File: config.mk
export PLATFORM = sky130hd
export DESIGN_NAME = ifu_fetch
export DESIGN_NICKNAME = d
export VERILOG_FILES = /design/src/rtl/ifu_fetch_pkg.sv /design/src/rtl/ifu_fifo.sv /design/src/rtl/ifu_fetch.sv
export SDC_FILE = /design/constraint.sdc
export NUM_CORES = 1
export LEC_CHECK = 0
export ABC_AREA = 1
export BUFFER_PORTS_ARGS = -buffer_cell sky130_fd_sc_hd__buf_4
export CORE_UTILIZATION = 45
export DETAILED_ROUTE_END_ITERATION = 12
export GPL_ROUTABILITY_DRIVEN = 0
export PLACE_DENSITY = 0.67
export SLEW_MARGIN = 15
export SYNTH_ARGS = -nofsm -noshare
export SYNTH_HDL_FRONTEND = slang
export SYNTH_SLANG_ARGS = --single-unit
export TNS_END_PERCENT = 50
File: constraint.sdc
create_clock -name clk -period 4.2 [get_ports clk]
set_input_delay 0.21 -clock clk [delete_from_list [all_inputs] [get_ports clk]]
set_output_delay 0.21 -clock clk [all_outputs]
set_load 0.005 [all_outputs]
File: src/rtl/ifu_fetch_pkg.sv
// Shared types and constants for the instruction-fetch front end.
//   INST_ADDR_W / INST_W : instruction address and word widths
//   RESET_PC_DEFAULT     : default first fetch address
//   fetch_entry_t        : {pc, inst} payload buffered towards decode
//   align_pc()           : forces a fetch address onto a word boundary
package ifu_fetch_pkg;

    localparam int unsigned INST_ADDR_W = 32;
    localparam int unsigned INST_W      = 32;

    localparam logic [INST_ADDR_W-1:0] RESET_PC_DEFAULT = 32'h0000_0000;
    localparam logic [INST_ADDR_W-1:0] INST_STEP        = 32'd4;

    typedef struct packed {
        logic [INST_ADDR_W-1:0] pc;
        logic [INST_W-1:0]      inst;
    } fetch_entry_t;

    localparam int unsigned ENTRY_W = $bits(fetch_entry_t);

    // Clear the byte-offset bits of a fetch address.
    function automatic logic [INST_ADDR_W-1:0] align_pc(input logic [INST_ADDR_W-1:0] pc);
        return pc & ~INST_ADDR_W'(3);
    endfunction

endpackage

File: src/rtl/ifu_fifo.sv
// Synchronous FIFO with registered storage; head entry read straight from storage.
//   clk, rst        : clock, synchronous active-high reset
//   clear_i         : drop all entries (wins over push_i)
//   push_i, data_i  : write one entry
//   pop_i, data_o   : data_o is the head entry, removed on pop_i
//   count_o, full_o, empty_o : occupancy status
module ifu_fifo
    import ifu_fetch_pkg::*;
#(
    parameter int unsigned WIDTH = ENTRY_W,
    parameter int unsigned DEPTH = 2
) (
    input  logic                          clk,
    input  logic                          rst,
    input  logic                          clear_i,
    input  logic                          push_i,
    input  logic [WIDTH-1:0]              data_i,
    input  logic                          pop_i,
    output logic [WIDTH-1:0]              data_o,
    output logic [$clog2(DEPTH):0]        count_o,
    output logic                          full_o,
    output logic                          empty_o
);

    localparam int unsigned PTR_W = $clog2(DEPTH);
    localparam int unsigned CNT_W = PTR_W + 1;

    logic [WIDTH-1:0] mem_q [DEPTH];
    logic [PTR_W-1:0] wr_ptr_q, wr_ptr_d;
    logic [PTR_W-1:0] rd_ptr_q, rd_ptr_d;
    logic [CNT_W-1:0] count_q, count_d;
    logic             do_push, do_pop;

    assign empty_o = (count_q == '0);
    assign full_o  = (count_q == CNT_W'(DEPTH));
    assign count_o = count_q;
    assign data_o  = mem_q[rd_ptr_q];

    // Pointer/occupancy next state; a pop frees the slot a same-cycle push needs.
    always_comb begin
        do_pop   = pop_i & ~empty_o;
        do_push  = push_i & (~full_o | do_pop);
        wr_ptr_d = wr_ptr_q;
        rd_ptr_d = rd_ptr_q;
        count_d  = count_q;
        if (clear_i) begin
            wr_ptr_d = '0;
            rd_ptr_d = '0;
            count_d  = '0;
        end else begin
            if (do_push) wr_ptr_d = wr_ptr_q + PTR_W'(1);
            if (do_pop)  rd_ptr_d = rd_ptr_q + PTR_W'(1);
            if (do_push & ~do_pop)      count_d = count_q + CNT_W'(1);
            else if (~do_push & do_pop) count_d = count_q - CNT_W'(1);
        end
    end

    always_ff @(posedge clk) begin
        if (rst) begin
            wr_ptr_q <= '0;
            rd_ptr_q <= '0;
            count_q  <= '0;
            for (int i = 0; i < int'(DEPTH); i++) mem_q[i] <= '0;
        end else begin
            wr_ptr_q <= wr_ptr_d;
            rd_ptr_q <= rd_ptr_d;
            count_q  <= count_d;
            if (do_push & ~clear_i) mem_q[wr_ptr_q] <= data_i;
        end
    end

endmodule

File: src/rtl/ifu_fetch.sv
// Instruction-fetch front end: drives iram fetch address/read enable, captures the
// one-cycle-latency instruction word and presents {pc,inst} to decode via valid/ready.
//   clk, rst                      : clock, synchronous active-high reset
//   redirect_i, redirect_pc_i     : flush and restart fetch at an aligned target
//   iram_busy_i                   : iram in its reset window, fetch parked at RESET_PC
//   pc_n_o, iram_rd_o             : iram fetch address / read enable (combinational)
//   iram_inst_i                   : iram word, valid the cycle after iram_rd_o
//   id_valid_o, id_ready_i        : decode handshake
//   id_pc_o, id_inst_o            : presented instruction
// Optional: IFU_PERF_CNT_EN adds perf_fetch_o (pushes) and perf_stall_o (stalled cycles).
module ifu_fetch
    import ifu_fetch_pkg::*;
#(
    parameter logic [31:0] RESET_PC   = RESET_PC_DEFAULT,
    parameter int unsigned FIFO_DEPTH = 2
) (
    input  logic        clk,
    input  logic        rst,
    input  logic        redirect_i,
    input  logic [31:0] redirect_pc_i,
    input  logic        iram_busy_i,
    output logic [31:0] pc_n_o,
    output logic        iram_rd_o,
    input  logic [31:0] iram_inst_i,
    output logic        id_valid_o,
    input  logic        id_ready_i,
    output logic [31:0] id_pc_o,
    output logic [31:0] id_inst_o
`ifdef IFU_PERF_CNT_EN
    ,
    output logic [31:0] perf_fetch_o,
    output logic [31:0] perf_stall_o
`endif
);

    localparam int unsigned CNT_W = $clog2(FIFO_DEPTH) + 1;
    localparam int unsigned OCC_W = CNT_W + 1;

    logic [31:0]      fetch_pc_q, fetch_pc_d;
    logic             inflight_q, inflight_d;
    logic [31:0]      inflight_pc_q, inflight_pc_d;
    logic             issue, push, pop, credit_ok;
    logic [CNT_W-1:0] fifo_count;
    logic             fifo_empty;
    logic             unused_fifo_full;
    fetch_entry_t     push_entry, head_entry;

    // Credit counts buffered plus in-flight words; a pop this cycle returns one credit.
    always_comb begin
        pc_n_o        = redirect_i ? align_pc(redirect_pc_i) : fetch_pc_q;
        pop           = ~fifo_empty & id_ready_i;
        credit_ok     = (OCC_W'(fifo_count) + OCC_W'(inflight_q))
                        < (OCC_W'(FIFO_DEPTH) + OCC_W'(pop));
        issue         = ~rst & ~iram_busy_i & (credit_ok | redirect_i);
        push          = inflight_q & ~redirect_i & ~iram_busy_i;
        push_entry    = '{pc: inflight_pc_q, inst: iram_inst_i};
        fetch_pc_d    = fetch_pc_q;
        inflight_d    = 1'b0;
        inflight_pc_d = inflight_pc_q;
        if (issue) begin
            inflight_d    = 1'b1;
            inflight_pc_d = pc_n_o;
            fetch_pc_d    = pc_n_o + INST_STEP;
        end else if (iram_busy_i) begin
            fetch_pc_d    = RESET_PC;
        end
    end

    always_ff @(posedge clk) begin
        if (rst) begin
            fetch_pc_q    <= RESET_PC;
            inflight_q    <= 1'b0;
            inflight_pc_q <= '0;
        end else begin
            fetch_pc_q    <= fetch_pc_d;
            inflight_q    <= inflight_d;
            inflight_pc_q <= inflight_pc_d;
        end
    end

    // Redirect clears the buffer; the credit scheme keeps pushes off a full FIFO.
    ifu_fifo #(
        .WIDTH (ENTRY_W),
        .DEPTH (FIFO_DEPTH)
    ) u_fifo (
        .clk     (clk),
        .rst     (rst),
        .clear_i (redirect_i),
        .push_i  (push),
        .data_i  (push_entry),
        .pop_i   (pop),
        .data_o  (head_entry),
        .count_o (fifo_count),
        .full_o  (unused_fifo_full),
        .empty_o (fifo_empty)
    );

    assign iram_rd_o  = issue;
    assign id_valid_o = ~fifo_empty;
    assign id_pc_o    = head_entry.pc;
    assign id_inst_o  = head_entry.inst;

`ifdef IFU_PERF_CNT_EN
    logic [31:0] perf_fetch_q, perf_fetch_d;
    logic [31:0] perf_stall_q, perf_stall_d;

    // Free-running event counters, wrapping at 2^32.
    always_comb begin
        perf_fetch_d = perf_fetch_q + 32'(push);
        perf_stall_d = perf_stall_q + 32'(id_valid_o & ~id_ready_i);
    end

    always_ff @(posedge clk) begin
        if (rst) begin
            perf_fetch_q <= '0;
            perf_stall_q <= '0;
        end else begin
            perf_fetch_q <= perf_fetch_d;
            perf_stall_q <= perf_stall_d;
        end
    end

    assign perf_fetch_o = perf_fetch_q;
    assign perf_stall_o = perf_stall_q;
`endif

endmodule

==> impl_metrics.toml <==
[route]
wl_per_cell_um = 14.9
firstDrtPassIters = 4
vias = 6843
ant_nets = 0
via_per_inst = 4.93
totalWireLength_mm = 20.7
drt-initial-drc-count = 354
route.detailed.drc = 0

[synth]
ys_warn_count = 0
syn_area_per_cell_um2 = 9.78
ys_seq_area_share_pct = 55.9
syn_area_um2 = 9390
syn_nets = 1033
ys_ff_latch = 198
yosys.cell_types.count = 33
netlist_instances = 960

[clock_tree]
ctsResizeCount = 0
clk_pin_slew_ns = 0.07
insertion_delay_ns = 0.44
post-cts-setup-buffers = 0
htreeDepth = 4
cts_sinks = 198
clk_path_buf_depth = 2
cts_tree = "yes"
cts_buffers = 17
clockRootBuffer = "clkbuf_16"
holdBufCountCts = 0

[layout]
fin_cells = 1388
utilization_pct = 55.7
stdcell_area_um2 = 11300
final_net_count = 1178
final_common_cell = "buf_4"
final_cell_mix = "169 x buf_4, 157 x nand2_1, 128 x edfxtp_1"
n_antenna_cell = 0
num-fill-cells = 1856
drive_gt1_share_pct = 33.8
syn2layout_area_growth_pct = 20.9

[worst_hold_path]
holdPathEnd = "u_fifo.mem_q[0][0]$_SDFFCE_PN0P_"
min_from = "iram_inst_i[0]"
hold_depth = 3
min_path_type = "in2reg"

[power_and_ir_drop]
p_leak_nw = 4.61
peakVddDrop_v = 0.000270
p_total_mw = 4.30
power.density_nw_per_um2 = 379

[global_routing]
grt_max_degree = 65
grt.total_usage_pct = 20.0
grt_pass1_vias = 6482
antenna_found_initial = 0
grt-ovfl-total = 0
grt_pass1_wl_mm = 33.4

[worst_setup_path]
critical_path.slowest_cell = "dfxtp_2"
path_cells = "buf_4, mux2_2, buf_4"
worst_r2r_endpoint = "fetch_pc_q[11]$_SDFFE_PP0P_"
timing.rr.start = "inflight_q$_SDFF_PP0_"
worstPathMaxFanout = 38
worst_ep_required_time_ns = 3.99
crit_family = "flip-flops"
critPathMaxStageDelay_ns = 0.79
worst-path-buf-inv = 2
path_class = "reg2out"
r2r_cells = 7
r2r_slack_ns = 1.91
startpoint_type = "register"
cp-end-kind = "output port"
crit_top_cell = "buf_4"
critical_path_arrival_ns = 2.37

[job]
maxCapViolCount = 0

[placement]
placed_cell_area_um2 = 10700
numPortBuffers = 164
dp_cells = 1356
pre_cts_ws_ns = 1.62
hpwlAfterDp_mm = 13.5

[sta]
setup_viol = 0
min_period_ns = 2.58
fmax_ghz = 0.387
hold_ws_ns = 0.0895
fin_ws_ns = 1.62
fin_skew_ns = 0.0119
rsz0062_at_grt = "no"
worstMarginPinSlew_ns = 1.14
setup_tns_ns = 0
timing.slew.headroom_pct = 24.0
final-hold-violation-count = 0
slew_violations = 0
finalCritPeriodShare_pct = 61.5

[floorplanning]
die-height_um = 146
num_io_pins = 167
fp.dieW_um = 146
rows = 52
dieArea_um2 = 21400
coreArea_um2 = 20400
initial_core_util_pct = 46.1

[status]
outcome = "complete, no violations"
-- report_power, final --
group | internal (mW) | switching [mW] | total, mW
registers | 2.14 | 0.0196 | 2.15
logic | 0.166 | 0.225 | 0.390
clock network | 1.01 | 0.749 | 1.76
-- synthesized netlist by cell type --
library cell,n,area [um2]
nand2_4,1,11.3
nor2_8,1,20.0
buf_4,5,37.5
xor2_1,2,17.5
a31oi_4,1,21.3
clkinv_1,1,3.75
nand2_1,159,597
nand4_1,2,12.5
nor3_1,1,5.00
nand3_1,75,375
mux2_2,64,721
o22ai_1,28,175
nor2_4,4,45.0
inv_1,117,439
buf_6,18,203
clkinv_4,1,8.76
nor2_1,105,394
nor2_2,66,413
inv_2,1,3.75
buf_8,2,30.0
edfxtp_1,128,3840
dfxtp_1,70,1400
a21oi_2,1,8.76
buf_2,6,30.0
nand2_2,25,156
o21ai_2,2,17.5
or2_2,3,18.8
nand3_2,1,10.0
clkbuf_1,14,52.6
a21oi_1,31,155
nand3b_1,1,7.51
o21ai_0,20,100
ha_1,4,50.1
-- how the worst max path moves through the flow --
stage,endpoint,cells past startpoint
final,id_pc_o[20],3
after CTS,id_pc_o[20],3
after global routing,id_pc_o[20],3
after global placement,u_fifo.mem_q[0][0]$_SDFFCE_PN0P_,8
after detailed placement,u_fifo.mem_q[0][0]$_SDFFCE_PN0P_,8
after floorplan,u_fifo.mem_q[1][0]$_SDFFCE_PN0P_,10
-- tightest hold or removal path, cell delays in order --
cell	delay (ns)
buf_4	0.07
inv_1	0.04
nor2_1	0.09
-- metal layers --
layer | wire (um) | track usage (%)
met1 | 9610 | 27.0
met2 | 9740 | 32.5
met3 | 1100 | 3.62
met4 | 267 | 6.46
met5 | 0 | 0
-- cells by family after synthesis --
family	count (synthesis)	synth area share (%)
simple gates	444	22.0
flops	198	55.9
buf+inv	165	8.61
compound gates	83	5.09
mux	64	7.68
fa+ha+maj	4	0.533
xor+xnor	2	0.187
-- state kept, by name, indices dropped and copies added, names as in the netlist, named ones only --
name	flops
inflight_q	1
u_fifo.rd_ptr_q	1
u_fifo.wr_ptr_q	1
inflight_pc_q	32
fetch_pc_q	32
u_fifo.mem_q	128
u_fifo.count_o	2
-- final cells by class --
| type | count | area, um2 | area share, % |
|---|---|---|---|
| repair buffers | 171 | 1310 | 11.5 |
| well taps | 270 | 338 | 2.98 |
| flip-flops and latches | 198 | 5250 | 46.2 |
| clock inverters | 13 | 184 | 1.62 |
| inverters | 120 | 455 | 4.01 |
| multi-input cells | 597 | 3350 | 29.5 |
| clock buffers | 19 | 464 | 4.09 |
Power figures use the tool's default switching activity.
